===== config.mk =====
export PLATFORM = sky130hd
export DESIGN_NAME = serv_fpu_resp
export DESIGN_NICKNAME = d
export VERILOG_FILES = /design/src/rtl/serv_fpu_pkg.sv /design/src/rtl/serv_fpu_cls.sv /design/src/rtl/serv_fpu_resp.sv
export SDC_FILE = /design/constraint.sdc
export NUM_CORES = 1
export LEC_CHECK = 0
export ABC_AREA = 1
export BUFFER_PORTS_ARGS = -buffer_cell sky130_fd_sc_hd__buf_4
export CAP_MARGIN = 20
export CELL_PAD_IN_SITES_DETAIL_PLACEMENT = 0
export CELL_PAD_IN_SITES_GLOBAL_PLACEMENT = 1
export CORE_ASPECT_RATIO = 1.25
export CORE_UTILIZATION = 25
export DETAILED_ROUTE_END_ITERATION = 10
export PLACE_DENSITY = 0.66
export SLEW_MARGIN = 20
export SYNTH_ARGS = -nofsm -noshare
export SYNTH_HDL_FRONTEND = slang
export SYNTH_SLANG_ARGS = --single-unit
export TNS_END_PERCENT = 30

===== constraint.sdc =====
create_clock -name i_clk -period 2.58 [get_ports i_clk]
set_clock_uncertainty 0.1 [all_clocks]
set_input_delay 0.387 -clock i_clk [delete_from_list [all_inputs] [get_ports i_clk]]
set_output_delay 0.387 -clock i_clk [all_outputs]
set_load 0.01 [all_outputs]

===== src/rtl/serv_fpu_pkg.sv =====
// Shared encodings for the serv FP extension responder: opcode groups, flag
// bit positions, the canonical NaN and the handshake FSM states.
package serv_fpu_pkg;

    localparam logic [4:0] F5_SGNJ   = 5'b00100;
    localparam logic [4:0] F5_MINMAX = 5'b00101;
    localparam logic [4:0] F5_CMP    = 5'b10100;
    localparam logic [4:0] F5_MVXCLS = 5'b11100;
    localparam logic [4:0] F5_MVWX   = 5'b11110;

    localparam int FLAG_NV = 4;
    localparam int FLAG_DZ = 3;
    localparam int FLAG_OF = 2;
    localparam int FLAG_UF = 1;
    localparam int FLAG_NX = 0;

    localparam logic [31:0] CANON_NAN = 32'h7FC0_0000;

    typedef enum logic [1:0] {
        ST_IDLE,
        ST_EXEC,
        ST_RESP,
        ST_DRAIN
    } state_t;

endpackage


===== src/rtl/serv_fpu_cls.sv =====
// Combinational single-precision field classifier shared by both operands.
module serv_fpu_cls (
    input  logic [31:0] word,
    output logic        is_nan,
    output logic        is_snan,
    output logic        is_zero,
    output logic        is_sub,
    output logic        is_inf,
    output logic        sign
);

    logic [7:0]  exponent;
    logic [22:0] mantissa;
    logic        exp_max;
    logic        exp_min;
    logic        mant_zero;

    assign exponent  = word[30:23];
    assign mantissa  = word[22:0];
    assign exp_max   = (exponent == 8'hFF);
    assign exp_min   = (exponent == 8'h00);
    assign mant_zero = (mantissa == 23'd0);

    assign is_nan  = exp_max & ~mant_zero;
    assign is_snan = is_nan & ~mantissa[22];
    assign is_inf  = exp_max & mant_zero;
    assign is_zero = exp_min & mant_zero;
    assign is_sub  = exp_min & ~mant_zero;
    assign sign    = word[31];

endmodule


===== src/rtl/serv_fpu_resp.sv =====
// Responder for the core's extension operand interface: captures rs1/rs2,
// runs the non-arithmetic single-precision ops and returns one o_ready pulse.
module serv_fpu_resp
    import serv_fpu_pkg::*;
#(
    parameter int EXEC_CYCLES = 1,
    parameter bit FLAGS_EN    = 1
) (
    input  logic        i_clk,
    input  logic        i_rst,
    input  logic        i_valid,
    input  logic [4:0]  i_funct5,
    input  logic [2:0]  i_funct3,
    input  logic [31:0] i_rs1,
    input  logic [31:0] i_rs2,
    output logic [31:0] o_rd,
    output logic        o_ready,
    input  logic        i_fflags_clr,
    output logic [4:0]  o_fflags
);

    localparam logic [1:0] CNT_LAST = 2'(EXEC_CYCLES - 1);

    state_t      state;
    logic [1:0]  cnt;
    logic [31:0] op_a;
    logic [31:0] op_b;
    logic [4:0]  op_f5;
    logic [2:0]  op_f3;

    logic a_nan, a_snan, a_zero, a_sub, a_inf, a_sign;
    logic b_nan, b_snan, b_zero, b_sub, b_inf, b_sign;
    logic a_norm, any_nan, any_snan, both_zero;
    logic lt_ord, flt, feq, exec_done, cls_unused;
    logic [9:0]  fclass;
    logic [31:0] result;
    logic [4:0]  op_flags;

    serv_fpu_cls u_cls_a (
        .word(op_a), .is_nan(a_nan), .is_snan(a_snan), .is_zero(a_zero),
        .is_sub(a_sub), .is_inf(a_inf), .sign(a_sign)
    );

    serv_fpu_cls u_cls_b (
        .word(op_b), .is_nan(b_nan), .is_snan(b_snan), .is_zero(b_zero),
        .is_sub(b_sub), .is_inf(b_inf), .sign(b_sign)
    );

    assign cls_unused = b_sub ^ b_inf;
    assign a_norm     = ~(a_nan | a_inf | a_zero | a_sub);
    assign any_nan    = a_nan | b_nan;
    assign any_snan   = a_snan | b_snan;
    assign both_zero  = a_zero & b_zero;
    assign exec_done  = (state == ST_EXEC) && (cnt == CNT_LAST);

    assign fclass = {a_nan & ~a_snan, a_snan,
                     ~a_sign & a_inf, ~a_sign & a_norm, ~a_sign & a_sub, ~a_sign & a_zero,
                     a_sign & a_zero, a_sign & a_sub, a_sign & a_norm, a_sign & a_inf};

    // Sign-magnitude ordering where -0 sits below +0 (what min/max want);
    // the compare ops separately treat the two zeros as equal.
    always_comb begin
        if (a_sign != b_sign) begin
            lt_ord = a_sign;
        end else if (a_sign) begin
            lt_ord = op_a[30:0] > op_b[30:0];
        end else begin
            lt_ord = op_a[30:0] < op_b[30:0];
        end
        flt = lt_ord & ~both_zero;
        feq = both_zero | (op_a == op_b);
    end

    always_comb begin
        result   = 32'd0;
        op_flags = 5'd0;
        case (op_f5)
            F5_SGNJ: begin
                case (op_f3)
                    3'b000:  result = {op_b[31], op_a[30:0]};
                    3'b001:  result = {~op_b[31], op_a[30:0]};
                    3'b010:  result = {op_a[31] ^ op_b[31], op_a[30:0]};
                    default: result = 32'd0;
                endcase
            end
            F5_MINMAX: begin
                if (op_f3 == 3'b000 || op_f3 == 3'b001) begin
                    op_flags[FLAG_NV] = any_snan;
                    if (a_nan && b_nan) begin
                        result = CANON_NAN;
                    end else if (a_nan) begin
                        result = op_b;
                    end else if (b_nan) begin
                        result = op_a;
                    end else if (op_f3 == 3'b000) begin
                        result = lt_ord ? op_a : op_b;
                    end else begin
                        result = lt_ord ? op_b : op_a;
                    end
                end
            end
            F5_CMP: begin
                case (op_f3)
                    3'b000: begin
                        result[0]         = ~any_nan & (flt | feq);
                        op_flags[FLAG_NV] = any_nan;
                    end
                    3'b001: begin
                        result[0]         = ~any_nan & flt;
                        op_flags[FLAG_NV] = any_nan;
                    end
                    3'b010: begin
                        result[0]         = ~any_nan & feq;
                        op_flags[FLAG_NV] = any_snan;
                    end
                    default: result = 32'd0;
                endcase
            end
            F5_MVXCLS: begin
                if (op_f3 == 3'b000) begin
                    result = op_a;
                end else if (op_f3 == 3'b001) begin
                    result = {22'd0, fclass};
                end
            end
            F5_MVWX: begin
                if (op_f3 == 3'b000) begin
                    result = op_a;
                end
            end
            default: result = 32'd0;
        endcase
    end

    // DRAIN waits for the core to drop i_valid so one request is never served twice.
    always_ff @(posedge i_clk) begin
        if (i_rst) begin
            state   <= ST_IDLE;
            cnt     <= 2'd0;
            o_ready <= 1'b0;
            o_rd    <= 32'd0;
            op_a    <= 32'd0;
            op_b    <= 32'd0;
            op_f5   <= 5'd0;
            op_f3   <= 3'd0;
        end else begin
            o_ready <= 1'b0;
            case (state)
                ST_IDLE: begin
                    if (i_valid) begin
                        op_a  <= i_rs1;
                        op_b  <= i_rs2;
                        op_f5 <= i_funct5;
                        op_f3 <= i_funct3;
                        cnt   <= 2'd0;
                        state <= ST_EXEC;
                    end
                end
                ST_EXEC: begin
                    cnt <= cnt + 2'd1;
                    if (cnt == CNT_LAST) begin
                        o_rd    <= result;
                        o_ready <= 1'b1;
                        state   <= ST_RESP;
                    end
                end
                ST_RESP:  state <= ST_DRAIN;
                ST_DRAIN: if (!i_valid) state <= ST_IDLE;
                default:  state <= ST_IDLE;
            endcase
        end
    end

    generate
        if (FLAGS_EN) begin : g_flags
            logic [4:0] fflags;
            always_ff @(posedge i_clk) begin
                if (i_rst) begin
                    fflags <= 5'd0;
                end else begin
                    fflags <= (i_fflags_clr ? 5'd0 : fflags) | (exec_done ? op_flags : 5'd0);
                end
            end
            assign o_fflags = fflags;
        end else begin : g_no_flags
            logic flags_unused;
            assign flags_unused = ^{op_flags, i_fflags_clr};
            assign o_fflags     = 5'd0;
        end
    endgenerate

endmodule

==> flow_summary.ini <==
[worst_hold_path]
holdPathStages = 2
hold_path_class = primary input to flip-flop
holdCritStartpoint = i_fflags_clr
hold_end = o_fflags[4]

[die]
start_util = 0.256
ioPinCount = 114
core.rowCount = 63
die_h_um = 177
dieArea_mm2 = 0.0251
design.core.area_mm2 = 0.0239
die_width_um = 142

[finish]
final_cells = 1380
area_delta_synth_final_pct = 37.0
insertedDiodeCount = 0
drive_gt1_frac = 0.278
design_area_mm2 = 0.00838
final_nets = 1166

[yosys]
netlist_area_mm2 = 0.00611
netlist_instances = 909
synth_xor_xnor_area_share = 0
synthArstFlopShare = 0
synth-edff-count = 0
ys_types = 36
synth_mux_area_frac = 0
ys_seq_area_frac = 0.360
yosysWarnings = 0
synth_top_area_frac = 0.360
yosysMostFrequentCell = nand2_1
ys_top_cells_by_count = 226 x nand2_1, 110 x dfxtp_1, 108 x a21oi_1, 107 x inv_1, 83 x o21ai_0
synth_top_family_by_area = simple AND/OR/NAND/NOR gates
synth_area_leader_cell = dfxtp_1
synthSimpleGateAreaFrac = 0.275
synth_compound_gate_area_share = 0.180
ys_ff_latch = 110
synthTopCellsByArea = dfxtp_1 36%, nand2_1 14%, a21oi_1 8.8%
syn_area_per_cell_um2 = 6.73
ys.flop_type = dfxtp_1
synthAdderAreaFrac = 0.0778

[pwr]
peakVddDrop_mv = 0.470
power_density_mw_per_mm2 = 1030
total_power_mw = 8.63
p_leak_nw = 3.67

[run_status]
status = finished clean

[detailed_routing]
viasPerCell = 4.57
drt-pass1-iter-count = 5
drt_iter0_drc = 266
route.detailed.drc = 0
ant_nets = 0
num_vias = 6305
wl_per_cell_um = 14.9
routed_wirelength_um = 20600

[clock_network]
clock_latency_ns = 0.36
cts_sinks = 110
root_buffer = clkbuf_16
hold_buffers = 0
cts_max_level = 3
cts_tree = built
cts_buffers = 9
clk_pin_slew_ns = 0.08
cts_buffer_depth = 2

[critical_path]
crit_family = simple AND/OR/NAND/NOR gates
crit_top_cell = nand2_1
start_kind = flip-flop
crit_buf_inv = 2
cpMaxStageDelayCell = dfxtp_2
crit_type = flip-flop to flip-flop
ff2ff_path_depth = 20
r2r_end = o_rd[13]
path_depth = 20
rr_startpoint = op_b[27]
slowest_delay_ns = 0.33
cp_data_required_time_ns = 2.71
cp.arrival_ns = 2.66
worstPathMaxFanout = 15
end_kind = flip-flop
rrSetupSlack_ns = 0.05
crit_chain = inv_1, ha_4, nand2_4, nor2_4, nand4_1, nor2_1, nand2_2, nand2_1, nand2_1, nand2_2, nand2_2, nand2_2, nand3_4, nand2_4, buf_12, nand2_1, nand3_1, nand2_1, nand2_1, a21oi_1

[placed_design]
dp_hpwl_um = 15900
portBuffers = 109
gp_congestion = 0.884
place_ws_ns = -0.00608
post_dp_cell_area_mm2 = 0.00768
dp.cells = 1361

[run]
maxCapViolCount = 0

[sta]
max_freq_ghz = 0.396
fin_crit_ns = 2.53
post-route-period-util = 0.980
slew_viol_final = 0
rsz0062_at_grt = true
setup_viol = 0
setup_ws_ns = 0.0521
whs_ns = 0.107
final_hold_viol_count = 0
tightest_slew_ns = 0.717
relSlewSlack = 0.519

[global_route]
grt_pass1_vias = 6161
grtUsageTotal = 0.167
grt_pass1_wl_um = 32300
grt_max_degree = 58
overflow = 0
grt_antenna_before_repair = 0
==> sequential cells by signal (all words and copies together) (netlist names) <==
register,count
cnt,2
op_a,32
op_b,32
op_f3,3
op_f5,5
o_rd,32
o_ready,1
state,2
o_fflags,1
==> per-layer routing <==
| layer | track usage | routed length, um | vias up |
|---|---|---|---|
| met5 | 0 | 0 | - |
| met2 | 0.288 | 10100 | 102 |
| li1 | - | - | 3261 |
| met4 | 0.0659 | 531 | 0 |
| met1 | 0.206 | 9270 | 2919 |
| met3 | 0.0284 | 654 | 23 |
==> what timing repair did <==
item / in CTS / in global routing
endpoints found under the setup margin: 7 / 32
gates resized for setup: 1 / 94
hold endpoints to repair: 0 / 0
pin swaps: 1 / 34
buffers inserted: 0 / 5
==> worst reg2reg max path, cell delays in order (launching register included) <==
cell     delay [ns]
dfxtp_2        0.33
inv_1          0.07
ha_4           0.27
nand2_4        0.05
nor2_4         0.10
nand4_1        0.15
nor2_1         0.18
nand2_2        0.08
nand2_1        0.07
nand2_1        0.06
nand2_2        0.08
nand2_2        0.05
nand2_2        0.07
nand3_4        0.12
nand2_4        0.14
buf_12         0.15
nand2_1        0.06
nand3_1        0.06
nand2_1        0.08
nand2_1        0.07
a21oi_1        0.05
==> cell type report <==
class,instances,area (um2)
repair buffers,179,1430
clock inverters,4,25.0
multi-input cells,642,3640
clock buffers,10,239
fillers,2640,15500
well taps,325,407
inverters,110,413
flip-flops and latches,110,2220
==> metrics by stage <==
stage	utilization	setup TNS, ns
2_1_floorplan	-	0
3_3_place_gp	0.321	0
3_5_place_dp	0.321	-0.00608
4_1_cts	0.333	0
5_1_grt	0.351	-3.29
6_report	0.351	0
==> worst max-delay path by stage <==
stage	end	startpoint	slack [ns]
after global routing	o_rd[28]	op_b[30]	-0.16
final	o_rd[13]	op_b[27]	0.05
after CTS	o_rd[28]	op_b[18]	0.001
after floorplan	o_rd[22]	op_b[22]	0.33
after detailed placement	o_rd[28]	op_b[30]	-0.006
after global placement	o_rd[25]	op_b[6]	0.06
==> cell families (layout without fill, tap and decap cells) <==
kind of cell / Yosys count / in the layout
DFF: 110 / 110
adders and majority gates: 38 / 38
and+or+nand+nor: 390 / 390
buffers and inverters: 160 / 303
other: 1 / 4
AOI/OAI and AO/OA: 210 / 210
==> power by group <==
part / internal [mW] / switching, mW / total (mW)
registers: 2.07 / 0.268 / 2.34
logic: 2.02 / 2.94 / 4.97
clock network: 0.669 / 0.656 / 1.33
==> cell usage in the layout, fill, tap and decap left out, drive strengths merged <==
master      n
nand2     230
o211ai      4
nand3b      3
a21oi     108
conb        4
o311ai      1
ha         38
nand3      65
buf       179
clkinv      4
a211oi      1
nor2       57
o21a        1
or2         1
o21ai      83
nor4        4
nor3        9
dfxtp     110
a31oi       1
clkinvlp    2
clkbuf     10
o32ai       3
inv       108
a21o        2
o22ai       5
a32o        1
nand4      21
Note: power is estimated with default switching activity, not from simulation.
